File: config.mk
export PLATFORM = sky130hd
export DESIGN_NAME = data_mem_arbiter
export DESIGN_NICKNAME = d
export VERILOG_FILES = /design/src/rtl/data_mem_arb_pkg.sv /design/src/rtl/data_mem_arbiter_rr_arbiter_2.sv /design/src/rtl/data_mem_arbiter.sv
export SDC_FILE = /design/constraint.sdc
export NUM_CORES = 1
export LEC_CHECK = 0
export CORE_MARGIN = 2
export CORE_UTILIZATION = 39
export DETAILED_ROUTE_END_ITERATION = 12
export PLACE_DENSITY = 0.89
export SYNTH_ARGS = -nofsm -noshare
export SYNTH_HDL_FRONTEND = slang
export SYNTH_SLANG_ARGS = --single-unit
File: constraint.sdc
create_clock -name Clk -period 2 [get_ports Clk]
set_clock_uncertainty 0.05 [all_clocks]
set_input_delay 0.5 -clock Clk [delete_from_list [all_inputs] [get_ports Clk]]
set_output_delay 0.5 -clock Clk [all_outputs]
set_load 0.05 [all_outputs]
File: src/rtl/data_mem_arb_pkg.sv
// Shared types and constants for the Data_mem arbiter.
// State encoding, port indices and default widths.
package data_mem_arb_pkg;

  typedef enum logic [1:0] {
    IDLE  = 2'd0,
    ISSUE = 2'd1,
    WAIT  = 2'd2
  } state_e;

  localparam logic PORT_CPU = 1'b0;
  localparam logic PORT_DBG = 1'b1;

  localparam int unsigned DEF_ADDR_W = 32;
  localparam int unsigned DEF_DATA_W = 32;
  localparam int unsigned DEF_RD_LAT = 1;

  // Width of a down-counter that must hold the value lat.
  function automatic int unsigned cnt_width(input int unsigned lat);
    return $clog2(lat + 1);
  endfunction

endpackage

File: src/rtl/data_mem_arbiter_rr_arbiter_2.sv
// Two-requester pick with last-granted pointer (round-robin).
// DATA_MEM_ARB_PRIO_EN selects fixed priority with port 0 winning.
module rr_arbiter_2
  import data_mem_arb_pkg::*;
(
  input  logic       clk_i,
  input  logic       rst_ni,
  input  logic [1:0] req_i,
  input  logic       upd_i,
  input  logic       upd_idx_i,
  output logic       win_o
);

`ifdef DATA_MEM_ARB_PRIO_EN

  logic unused_prio;
  assign unused_prio = ^{clk_i, rst_ni, upd_i, upd_idx_i, req_i[1]};

  // port 0 wins whenever it asks
  always_comb begin
    win_o = req_i[PORT_CPU] ? PORT_CPU : PORT_DBG;
  end

`else

  logic last_q;
  logic last_d;

  // remember which port was issued most recently
  always_comb begin
    last_d = last_q;
    if (upd_i) last_d = upd_idx_i;
  end

  // pointer register, starts on port 1 so port 0 wins the first tie
  always_ff @(posedge clk_i or negedge rst_ni) begin
    if (!rst_ni) last_q <= PORT_DBG;
    else         last_q <= last_d;
  end

  // on a tie the port that was not served last goes next
  always_comb begin
    win_o = PORT_CPU;
    unique case (req_i)
      2'b11:   win_o = ~last_q;
      2'b10:   win_o = PORT_DBG;
      default: win_o = PORT_CPU;
    endcase
  end

`endif

endmodule

File: src/rtl/data_mem_arbiter.sv
// Shares single-ported Data_mem between CPU (port 0) and DBG (port 1).
// Define DATA_MEM_ARB_PRIO_EN for fixed priority instead of round-robin.
module data_mem_arbiter
  import data_mem_arb_pkg::*;
#(
  parameter int unsigned ADDR_WIDTH = DEF_ADDR_W,
  parameter int unsigned DATA_WIDTH = DEF_DATA_W,
  parameter int unsigned RD_LATENCY = DEF_RD_LAT
) (
  input  logic                  Clk,
  input  logic                  Rst_n,
  input  logic                  Req_0,
  input  logic                  Req_1,
  input  logic                  We_0,
  input  logic                  We_1,
  input  logic [ADDR_WIDTH-1:0] Addr_0,
  input  logic [ADDR_WIDTH-1:0] Addr_1,
  input  logic [DATA_WIDTH-1:0] Wdata_0,
  input  logic [DATA_WIDTH-1:0] Wdata_1,
  output logic                  Gnt_0,
  output logic                  Gnt_1,
  output logic                  Rvalid_0,
  output logic                  Rvalid_1,
  output logic [DATA_WIDTH-1:0] Rdata_0,
  output logic [DATA_WIDTH-1:0] Rdata_1,
  output logic [ADDR_WIDTH-1:0] Mem_address,
  output logic [DATA_WIDTH-1:0] Mem_data_in,
  output logic                  Mem_we,
  output logic                  Mem_re,
  input  logic [DATA_WIDTH-1:0] Mem_data_out
);

  localparam int unsigned CW = cnt_width(RD_LATENCY);

  state_e                state_q;
  logic                  owner_q;
  logic [CW-1:0]         cnt_q;
  logic                  gnt0_q;
  logic                  gnt1_q;
  logic                  rv0_q;
  logic                  rv1_q;
  logic [DATA_WIDTH-1:0] rdata0_q;
  logic [DATA_WIDTH-1:0] rdata1_q;
  logic [ADDR_WIDTH-1:0] addr_q;
  logic [DATA_WIDTH-1:0] wdata_q;
  logic                  mwe_q;
  logic                  mre_q;

  logic                  win;
  logic                  sel_we;
  logic [ADDR_WIDTH-1:0] sel_addr;
  logic [DATA_WIDTH-1:0] sel_wdata;

  rr_arbiter_2 u_arb (
    .clk_i     (Clk),
    .rst_ni    (Rst_n),
    .req_i     ({Req_1, Req_0}),
    .upd_i     (state_q == ISSUE),
    .upd_idx_i (owner_q),
    .win_o     (win)
  );

  // steer the winning port's command towards the latches
  always_comb begin
    sel_we    = We_0;
    sel_addr  = Addr_0;
    sel_wdata = Wdata_0;
    if (win == PORT_DBG) begin
      sel_we    = We_1;
      sel_addr  = Addr_1;
      sel_wdata = Wdata_1;
    end
  end

  // request/issue/wait sequencer with registered handshake and memory outputs
  always_ff @(posedge Clk or negedge Rst_n) begin
    if (!Rst_n) begin
      state_q  <= IDLE;
      owner_q  <= PORT_CPU;
      cnt_q    <= '0;
      gnt0_q   <= 1'b0;
      gnt1_q   <= 1'b0;
      rv0_q    <= 1'b0;
      rv1_q    <= 1'b0;
      rdata0_q <= '0;
      rdata1_q <= '0;
      addr_q   <= '0;
      wdata_q  <= '0;
      mwe_q    <= 1'b0;
      mre_q    <= 1'b0;
    end else begin
      gnt0_q <= 1'b0;
      gnt1_q <= 1'b0;
      rv0_q  <= 1'b0;
      rv1_q  <= 1'b0;
      mwe_q  <= 1'b0;
      mre_q  <= 1'b0;
      unique case (state_q)
        IDLE: begin
          if (Req_0 | Req_1) begin
            state_q <= ISSUE;
            owner_q <= win;
            gnt0_q  <= (win == PORT_CPU);
            gnt1_q  <= (win == PORT_DBG);
            mwe_q   <= sel_we;
            mre_q   <= ~sel_we;
            addr_q  <= sel_addr;
            wdata_q <= sel_wdata;
          end
        end
        ISSUE: begin
          if (mwe_q) begin
            state_q <= IDLE;
          end else begin
            state_q <= WAIT;
            cnt_q   <= CW'(RD_LATENCY);
          end
        end
        WAIT: begin
          if (cnt_q == CW'(1)) begin
            state_q <= IDLE;
            if (owner_q == PORT_DBG) begin
              rdata1_q <= Mem_data_out;
              rv1_q    <= 1'b1;
            end else begin
              rdata0_q <= Mem_data_out;
              rv0_q    <= 1'b1;
            end
          end else begin
            cnt_q <= cnt_q - CW'(1);
          end
        end
        default: state_q <= IDLE;
      endcase
    end
  end

  assign Gnt_0       = gnt0_q;
  assign Gnt_1       = gnt1_q;
  assign Rvalid_0    = rv0_q;
  assign Rvalid_1    = rv1_q;
  assign Rdata_0     = rdata0_q;
  assign Rdata_1     = rdata1_q;
  assign Mem_address = addr_q;
  assign Mem_data_in = wdata_q;
  assign Mem_we      = mwe_q;
  assign Mem_re      = mre_q;

endmodule
==> results.md, run 1 <==
* Final #Nets at 854
* Yosys warning total at 0
* P_leak at 4.28 nW
* RR Endpoint: Mem_address[18]
* Starting Density at 40.1%
* Endpoints failing setup at 0
* Die Wd at 124 µm
* Net switching share of the total power at 48.4%
* Clk network pwr share at 16.1%
* Crit. End Element: register
* DRC violations left at 0
* RePlAce Congestion at 0.752
* Outcome: complete, no violations
* Max cap viols at 0
* Std-Cell Rows at 43
* Critical path arrival at 1.98 ns
* Die ar. at 0.0154 mm²
* Clk Latency, worst-skew pair at 0.40 ns
* Period minus WS final at 1.74 ns
* Clock sinks at 139
* Reg2reg setup slack at 0.29 ns
* Total Wirelength at 16.4 mm
* Comb power frac at 56.1%
* WHS at 0.440 ns
* Kind of cell adding the most delay to the critical path: buffers and inverters
* Max-slew violations at 0
* Power Dens Cells at 2000 mW/mm²
* Rel. slew slack at 67.1%
* #FFs+latches synth at 139
* HP Class: register to register
* Worst-path clk slew at 0.06 ns
* WL per Instance at 18.6 µm
* P_int at 9.34 mW
* H-tree depth at 4
* Startpoint Class: primary input
* Syn_nets at 553
* Clk buf depth at 2
* Area Overhead vs Synth at 61.6%
* Syn_area_per_cell at 14.5 µm²
* Reg2reg path depth at 4
* Crit path from: Req_0
* Cts bufs inserted at 17
* Buf/Inv on CP at 2
* WP data required at 2.23 ns
* Power share of the sequential group at 27.8%
* # fillers at 1052
* Post-route insts no fill at 881
* Worst-path maximum fanout at 42
* Crit. path cell count at 5
* Setup TNS at 0 ns
* Worst VDD drop at 929 µV
* ANT cells at 0
* Largest stage delay, worst path at 0.59 ns
* Total GRT Usage at 20.4%
* Core area at 0.0140 mm²
* Reg2reg start: state_q[0]
* First DRT Iteration DRCs at 218
* Die Y-Extent at 124 µm
* Worst setup path end: Mem_data_in[23]
* Worst slew pin tran at 0.494 ns
* Design area at 0.00907 mm²
* Period Utilization, post-route at 87.2%
* Final Hold Fails at 0
* Critical path class: primary input to register
* RSZ-0062 raised after global routing: no
* Max Freq at 0.574 GHz
* Vias at 4581
* Final ANT Viol Nets at 0
* Most common cell after layout, fill and taps aside: clkdlybuf4s50_1
* Wire length of the first global-routing pass at 23.7 mm
* Pin count of the biggest net entering global routing at 55
* Most frequent cells in the layout: clkdlybuf4s50_1 (164), buf_4 (145), dfrtp_1 (138)
* TritonCTS clock tree: done
* Vias in the first global route at 4756
* CP max-delay cell: clkdlybuf4s50_1
* Yosys cell types at 25
* Inst Count DP at 848
* Sequential cell area fraction in the yosys report at 62.0%
* Clock root buffer: clkbuf_16
* Critical-path cell list: clkdlybuf4s50_1, a21boi_4, buf_4, and3_1, a221o_1
* First-pass iteration count of the detailed router at 4
* CTS resizes at 0
* Synth Instances at 387
* Via density at 5.20
* Cell Area, Synth at 0.00561 mm²
* IO Pins at 300
* Layout cell share with drive strength beyond 1 at 28.5%
* Port Buffers at 299
* Dpl hpwl at 12.1 mm
* Total grt overflow at 0
* Initial antenna violation count at 0
* DP Area at 0.00851 mm²
* Switch Pwr at 8.75 mW
[synthesized netlist by cell type (all sizes together)]
| library cell | n | area share (%) |
|---|---|---|
| mux2 | 69 | 14 |
| a21boi | 1 | 0.13 |
| nand3 | 1 | 0.18 |
| nor2b | 1 | 0.16 |
| and3b | 1 | 0.16 |
| dfrtp | 138 | 62 |
| and2 | 2 | 0.22 |
| inv | 3 | 0.20 |
| o22ai | 1 | 0.11 |
| and3 | 63 | 7.0 |
| nand2b | 2 | 0.22 |
| dfstp | 1 | 0.47 |
| a21o | 1 | 0.13 |
| clkbuf | 10 | 0.67 |
| nor2 | 3 | 0.20 |
| mux2i | 1 | 0.18 |
| a221o | 62 | 11 |
| o21ai | 2 | 0.25 |
| buf | 25 | 3.3 |
[final cells by class]
| type | instances | area [µm²] | share of cell area (%) |
|---|---|---|---|
| Sequential cell | 139 | 3480 | 38.4 |
| Timing Repair Buffer | 317 | 2870 | 31.7 |
| Multi-Input combinational cell | 210 | 1930 | 21.3 |
| Clock buffer | 18 | 429 | 4.73 |
| Tap cell | 180 | 225 | 2.48 |
| Clock inverter | 14 | 121 | 1.34 |
| Inverter | 3 | 11.3 | 0.124 |
[sequential cells by signal, indices dropped and copies added, names as in the netlist, 2 cells and up]
signal	flops
Mem_address	32
Mem_data_in	32
Rdata_0	32
Rdata_1	32
state_q	2
[cell families (layout without fill, tap and decap cells)]
family	count (synthesis)	count (layout)	share of synthesized area [%]
AOI/OAI and AO/OA	67	67	11.7
and+or+nand+nor	73	73	8.16
buffers and inverters	38	352	4.13
DFF	139	139	62.0
muxes	70	70	14.0
[power by group through the flow]
stage	Clock [mW]	Combinational (mW)	Sequential, mW
3_5_place_dp	0	10.2	5.04
2_1_floorplan	0	2.29	9.58
4_1_cts	2.96	10.2	5.05
5_1_grt	3.10	10.6	5.20
6_report	2.91	10.2	5.04
3_3_place_gp	0	10.0	4.97
[metal layers]
layer  vias to the layer above  share of wire [%]  track usage, %
li1                       2090                  -               -
met1                      2247                 38            22.6
met2                       221                 52            37.4
met3                        23                8.7            5.72
met4                         0                1.4            7.02
met5                         -                  0               0
[metrics by stage]
step | utilization, % | setup WS (ns) | total power [mW]
after detailed placement | 60.8 | -0.167 | 15.3
final | 64.8 | 0.256 | 18.1
after floorplan | - | 0.394 | 11.9
after CTS | 64.8 | 0.269 | 18.2
after global placement | 60.8 | -0.0914 | 15.0
after global routing | 64.8 | 0.203 | 18.9
[worst min path at each step]
stage	from	end	slack, ns	depth (start not counted)
detailed placement	Rst_n	Rdata_0[27]	0.43	1
CTS	Mem_we	state_q[1]	0.44	1
finish	Rdata_0[28]	Rdata_0[28]	0.44	1
global route	Rdata_0[28]	Rdata_0[28]	0.46	1
floorplan	Rst_n	Gnt_0	0.15	0
global placement	Rst_n	Rdata_0[22]	0.42	1
[repair_timing]
action | 4_1_cts | 5_1_grt
setup buffers | 0 | 0
hold buffers | 1 | 0
hold endpoints to repair | 30 | 0
Note: power is estimated with default switching activity, not from simulation.
==> run 2, diff against run 1 <==
CORE_UTILIZATION = 36   (was 39)
PLACE_DENSITY = 0.87   (was 0.89)
clock period = 1.6 ns   (was 2 ns; I/O delays follow)
==> run 2 against run 1 <==
Design area up 23%. Die area up 8.1%. Via count is 4.4% higher. Non-clock buffer count is 13 higher. Worst setup slack got worse by 0.25 ns. Worst hold slack lost 0.037 ns. Combinational power rose by 73%. Core utilization increased by 8.8 points. Critical endpoint is now Rdata_0[10]. Largest cell class is now non-clock buffers. Largest power group unchanged. Highest routed layer unchanged.
==> results.md, run 2 (synthesis gave the netlist of run 1 again) <==
* Critical-path cell list: and3b_4, clkbuf_16, mux2_1
* Final ANT Viol Nets at 0 (unchanged)
* Kind of cell adding the most delay to the critical path: simple AND/OR/NAND/NOR gates
* WP data required at 1.84 ns (-0.39 ns)
* Wire length of the first global-routing pass at 27.8 mm (+17%)
* WL per Instance at 21.0 µm (+13%)
* Clk buf depth at 2 (unchanged)
* Total Wirelength at 18.9 mm (+16%)
* Area Overhead vs Synth at 99.4%
* RePlAce Congestion at 0.773 (+2.8%)
* Worst slew pin tran at 0.355 ns (-0.139 ns)
* DRC violations left at 0 (unchanged)
* Max Freq at 0.626 GHz
* Worst-path maximum fanout at 8 (-81%)
* Clock root buffer: clkbuf_16
* Util after Layout at 73.6% (+8.8 points)
* Total grt overflow at 0 (unchanged)
* Clock sinks at 139 (unchanged)
* Worst VDD drop at 1410 µV (+51%)
* IO Pins at 300 (unchanged)
* Crit. path cell count at 3 (-2)
* Dpl hpwl at 13.3 mm (+9.5%)
* Vias in the first global route at 5104 (+7.3%)
* Pin count of the biggest net entering global routing at 46 (-16%)
* Clk Latency, worst-skew pair at 0.41 ns (about the same)
* Largest stage delay, worst path at 0.45 ns (-0.14 ns)
* Rel. slew slack at 76.3% (+9.3 points)
* Period minus WS final at 1.60 ns
* Worst-path clk slew at 0.06 ns (about the same)
* Final Hold Fails at 0 (unchanged)
* First DRT Iteration DRCs at 275 (+26%)
* CP max-delay cell: and3b_4
* Final #Nets at 867 (+1.5%)
* Initial antenna violation count at 0 (unchanged)
* TritonCTS clock tree: done
* Vias at 4783 (+4.4%)
* Outcome: complete, no violations
* Overall power at 29.4 mW (+63%)
* Most frequent cells in the layout: clkdlybuf4s50_1 (163), buf_12 (142), dfrtp_1 (138)
* Period Utilization, post-route at 99.8%
* Std-Cell Rows at 45 (+4.7%)
* ANT cells at 0 (unchanged)
* Cts bufs inserted at 17 (unchanged)
* RSZ-0062 raised after global routing: yes
* Layout cell share with drive strength beyond 1 at 32.4% (+3.8 points)
* Critical path class: register to register
* Startpoint Class: register
* Critical path arrival at 1.83 ns (-0.15 ns)
* Total GRT Usage at 22.1% (+1.7 points)
* Endpoints failing setup at 0 (unchanged)
* Most common cell after layout, fill and taps aside: clkdlybuf4s50_1
* Starting Density at 36.9% (-3.2 points)
* First-pass iteration count of the detailed router at 4 (unchanged)
* Power Dens Cells at 2630 mW/mm² (+32%)
* Core area at 0.0152 mm² (+8.7%)
* Port Buffers at 299 (unchanged)
* P_leak at 5.08 nW (+19%)
* Max cap viols at 0 (unchanged)
* Reg2reg path depth at 3 (-1)
* HP Class: primary input to asynchronous set/reset pin
* Buf/Inv on CP at 1 (-1)
* Max-slew violations at 0 (unchanged)
* Die Y-Extent at 129 µm (+3.9%)
* H-tree depth at 4 (unchanged)
* Crit. End Element: register
* Via density at 5.30 (+2.0%)
* Die ar. at 0.0166 mm² (+8.1%)
* Die Wd at 129 µm (+3.9%)
run 2: cell types whose count changed in the layout (fill, tap and decap cells not counted), sizes merged:
cell,previous run,this run
clkbuf,18,23
buf,152,161
clkdlybuf4s50,164,163
dlymetal6s2s,0,1
clkinv,8,2
bufinv,1,6
run 2: worst paths after layout:
check	endpoint	slack, ns	from
setup / recovery	Rdata_0[10]	0.003	owner_q
max in group asynchronous	Mem_data_in[1]	0.52	Rst_n
hold reg to reg	Rdata_0[16]	0.50	Rdata_0[16]
hold / removal	Rvalid_1	0.40	Rst_n
min in group Clk	Rdata_0[16]	0.50	Rdata_0[16]
setup reg to reg	Rdata_0[10]	0.003	owner_q
run 2: stage by stage:
stage / instance area (µm²) / instances / TNS, ns / worst slack (ns) / hold WS, ns
floorplan: 5610 / 387 / 0 / 0.0938 / 0.0544
global placement: 10300 / 861 / -18.87 / -0.353 / 0.254
detailed placement: 10300 / 861 / -21.69 / -0.385 / 0.258
CTS: 11000 / 897 / 0 / 0.000283 / 0.399
global route: 11200 / 902 / -2.20 / -0.0680 / 0.424
finish: 11200 / 902 / 0 / 0.00273 / 0.404
run 2: timing repair:
| action | in CTS | in global routing |
|---|---|---|
| hold buffers | 1 | 0 |
| endpoints found under the setup margin | 26 | 72 |
| pin swaps | 1 | 10 |
| hold endpoints to repair | 26 | 0 |
| buffers inserted | 2 | 1 |
| gates cloned | 1 | 4 |
| gates resized for setup | 2 | 26 |
run 2: final cells by class:
type	count	area, µm²
inverter	3	13.8
fill	902	4010
tap	188	235
clock buffer	19	453
clock inverter	13	238
multi-input combinational	210	2000
timing repair buffer	330	4770
sequential	139	3480
run 2: per-layer routing:
| layer | vias to the layer above | part of all wire [%] | track usage [%] |
|---|---|---|---|
| li1 | 2108 | - | - |
| met1 | 2380 | 37 | 24.9 |
| met2 | 259 | 53 | 39.8 |
| met3 | 36 | 7.5 | 6.44 |
| met4 | 0 | 2.2 | 7.67 |
| met5 | - | 0 | 0 |
run 2: power breakdown:
| group | internal, mW | total, mW | leakage, nW | switching, mW |
|---|---|---|---|---|
| Sequential | 5.27 | 7.29 | 1.68 | 2.02 |
| Clock | 3.02 | 4.56 | 0.326 | 1.54 |
| Combinational | 8.90 | 17.6 | 3.08 | 8.70 |
| Total | 17.2 | 29.4 | 5.08 | 12.3 |
==> run 3, diff against run 2 <==
CORE_MARGIN = not set   (was 2)
==> run 3 against run 2 <==
Worst hold slack better by 0.055 ns. Fmax up 2.9%. Critical endpoint is now Rdata_0[15]. Wire length down 6.0%. Global-route usage increased by 0.82 points.
==> results.md, run 3 (synthesis gave the netlist of run 1 again) <==
* Outcome: complete, no violations
* Power Dens Cells at 2590 mW/mm² (-1.4%)
* Total grt overflow at 0 (unchanged)
* Wire length of the first global-routing pass at 28.0 mm (+0.82%)
* Final Hold Fails at 0 (unchanged)
* Final #Nets at 859 (-0.92%)
* Initial antenna violation count at 0 (unchanged)
* Core area at 0.0152 mm² (unchanged)
* Area Overhead vs Synth at 94.3%
* Critical-path cell list: nor2b_2, and3b_2, buf_12, mux2_1
* Clock sinks at 139 (unchanged)
* TritonCTS clock tree: done
* Clk network pwr share at 14.2% (-1.3 points)
* Clk Latency, worst-skew pair at 0.41 ns (about the same)
* Final ANT Viol Nets at 0 (unchanged)
* Reg2reg path depth at 4 (+1)
* Crit. path cell count at 4 (+1)
* Worst-path maximum fanout at 33 (+25)
* First-pass iteration count of the detailed router at 4 (unchanged)
* Port Buffers at 299 (unchanged)
* Period Utilization, post-route at 97.0% (-2.9 points)
* Clk buf depth at 2 (unchanged)
* Net switching share of the total power at 42.3% (+0.71 points)
* Starting Density at 36.9% (unchanged)
* Worst slew pin tran at 0.458 ns (+0.103 ns)
* Kind of cell adding the most delay to the critical path: flip-flops
* Die ar. at 0.0161 mm² (-3.1%)
* RePlAce Congestion at 0.795 (+2.8%)
* Std-Cell Rows at 45 (unchanged)
* Post-route insts no fill at 893 (-1.0%)
* RSZ-0062 raised after global routing: no
* Endpoints failing setup at 0 (unchanged)
* P_int at 16.3 mW (-5.1%)
* Vias in the first global route at 5173 (+1.4%)
* Setup TNS at 0 ns (unchanged)
* Die Y-Extent at 127 µm (-1.6%)
* Most common cell after layout, fill and taps aside: clkdlybuf4s50_1
* Layout cell share with drive strength beyond 1 at 29.4% (-3.0 points)
* Top Metal Used: met4
* Crit. End Element: register
* WHS at 0.459 ns (+0.0552 ns)
* Util after Layout at 71.7% (-1.9 points)
* Max cap viols at 0 (unchanged)
* Total GRT Usage at 22.9% (+0.82 points)
* Largest stage delay, worst path at 0.43 ns (-0.02 ns)
* Vias at 4672 (-2.3%)
* WP data required at 1.83 ns (about the same)
* ANT cells at 0 (unchanged)
* Clock root buffer: clkbuf_16
* P_leak at 4.94 nW (-2.8%)
* Total Wirelength at 17.8 mm (-6.0%)
* DRC violations left at 0 (unchanged)
* IO Pins at 300 (unchanged)
* Startpoint Class: register
* Critical path class: register to register
* Via density at 5.23 (-1.3%)
* Critical path arrival at 1.78 ns (-0.05 ns)
* Cts bufs inserted at 17 (unchanged)
* Max-slew violations at 0 (unchanged)
* Period minus WS final at 1.55 ns (-0.0457 ns)
* Max Freq at 0.645 GHz (+2.9%)
* Met2 WL at 9.42 mm (-6.5%)
* Worst-path clk slew at 0.06 ns (about the same)
* First DRT Iteration DRCs at 212 (-23%)
* Pin count of the biggest net entering global routing at 48 (+4.3%)
* Buf/Inv on CP at 1 (unchanged)
* Most frequent cells in the layout: clkdlybuf4s50_1 (162), buf_12 (143), dfrtp_1 (138)
* Inst Count DP at 861 (unchanged)
* Dpl hpwl at 13.5 mm (+1.9%)
* Worst VDD drop at 1540 µV (+9.6%)
* Rel. slew slack at 69.5% (-6.8 points)
* H-tree depth at 4 (unchanged)
* HP Class: primary input to asynchronous set/reset pin
* CP max-delay cell: dfrtp_1
* Power share of the sequential group at 25.6% (+0.9 points)
* M1 wire length at 6.40 mm (-8.7%)
* Die Wd at 127 µm (-1.6%)
* WL met3 at 1.38 mm (-3.2%)
* Switch Pwr at 12.0 mW (-2.3%)
* Comb power frac at 60.1% (+0.3 points)
* WL per Instance at 19.9 µm (-5.0%)
-- run 3: worst paths after layout --
kind                             from               to  slack, ns
max                        state_q[0]      Rdata_0[15]       0.05
min                             Rst_n      Rdata_0[26]       0.46
max reg2reg                state_q[0]      Rdata_0[15]       0.05
min reg2reg                     cnt_q            cnt_q       0.49
max in group asynchronous       Rst_n  Mem_address[19]       0.50
min in group Clk                cnt_q            cnt_q       0.49
-- run 3: power by group through the flow --
stage | logic, mW | registers, mW | clock network, mW
6_report | 17.0 | 7.25 | 4.02
5_1_grt | 17.5 | 7.46 | 4.25
4_1_cts | 17.1 | 7.28 | 4.08
3_5_place_dp | 17.1 | 7.29 | 0
3_3_place_gp | 16.7 | 7.16 | 0
2_1_floorplan | 2.86 | 12.0 | 0
-- run 3: worst reg2reg max path: stages (launching register included) --
cell and delay [ns]:
dfrtp_1 0.43, nor2b_2 0.14, and3b_2 0.21, buf_12 0.22
mux2_1 0.38
-- run 3: routing by layer --
metal  GRT usage (%)  vias up
met5               0        -
met4            10.7        0
met3            7.04       49
met2            41.1      249
met1            24.5     2285
li1                -     2089
-- run 3: layout make-up --
type	instances	area [µm²]
repair buffers	322	4630
flip-flops and latches	139	3480
multi-input cells	210	1940
fillers	931	4300
clock buffers	21	470
well taps	188	235
inverters	3	11.3
clock inverters	10	140
-- run 3: through the flow --
step	instance area, µm²	setup WS, ns	total power, mW
floorplan	5610	0.0938	14.8
global placement	10300	-0.366	23.9
detailed placement	10300	-0.419	24.4
CTS	10900	0.00579	28.4
global route	10900	0.00146	29.3
finish	10900	0.0484	28.3
-- run 3: repair_timing --
| action | 4_1_cts | 5_1_grt |
|---|---|---|
| resized for setup | 1 | 5 |
| pin swaps | 0 | 1 |
| endpoints found under the hold margin | 38 | 0 |
| buffers inserted | 0 | 0 |
| hold buffers | 1 | 0 |
| endpoints found under the setup margin | 1 | 18 |
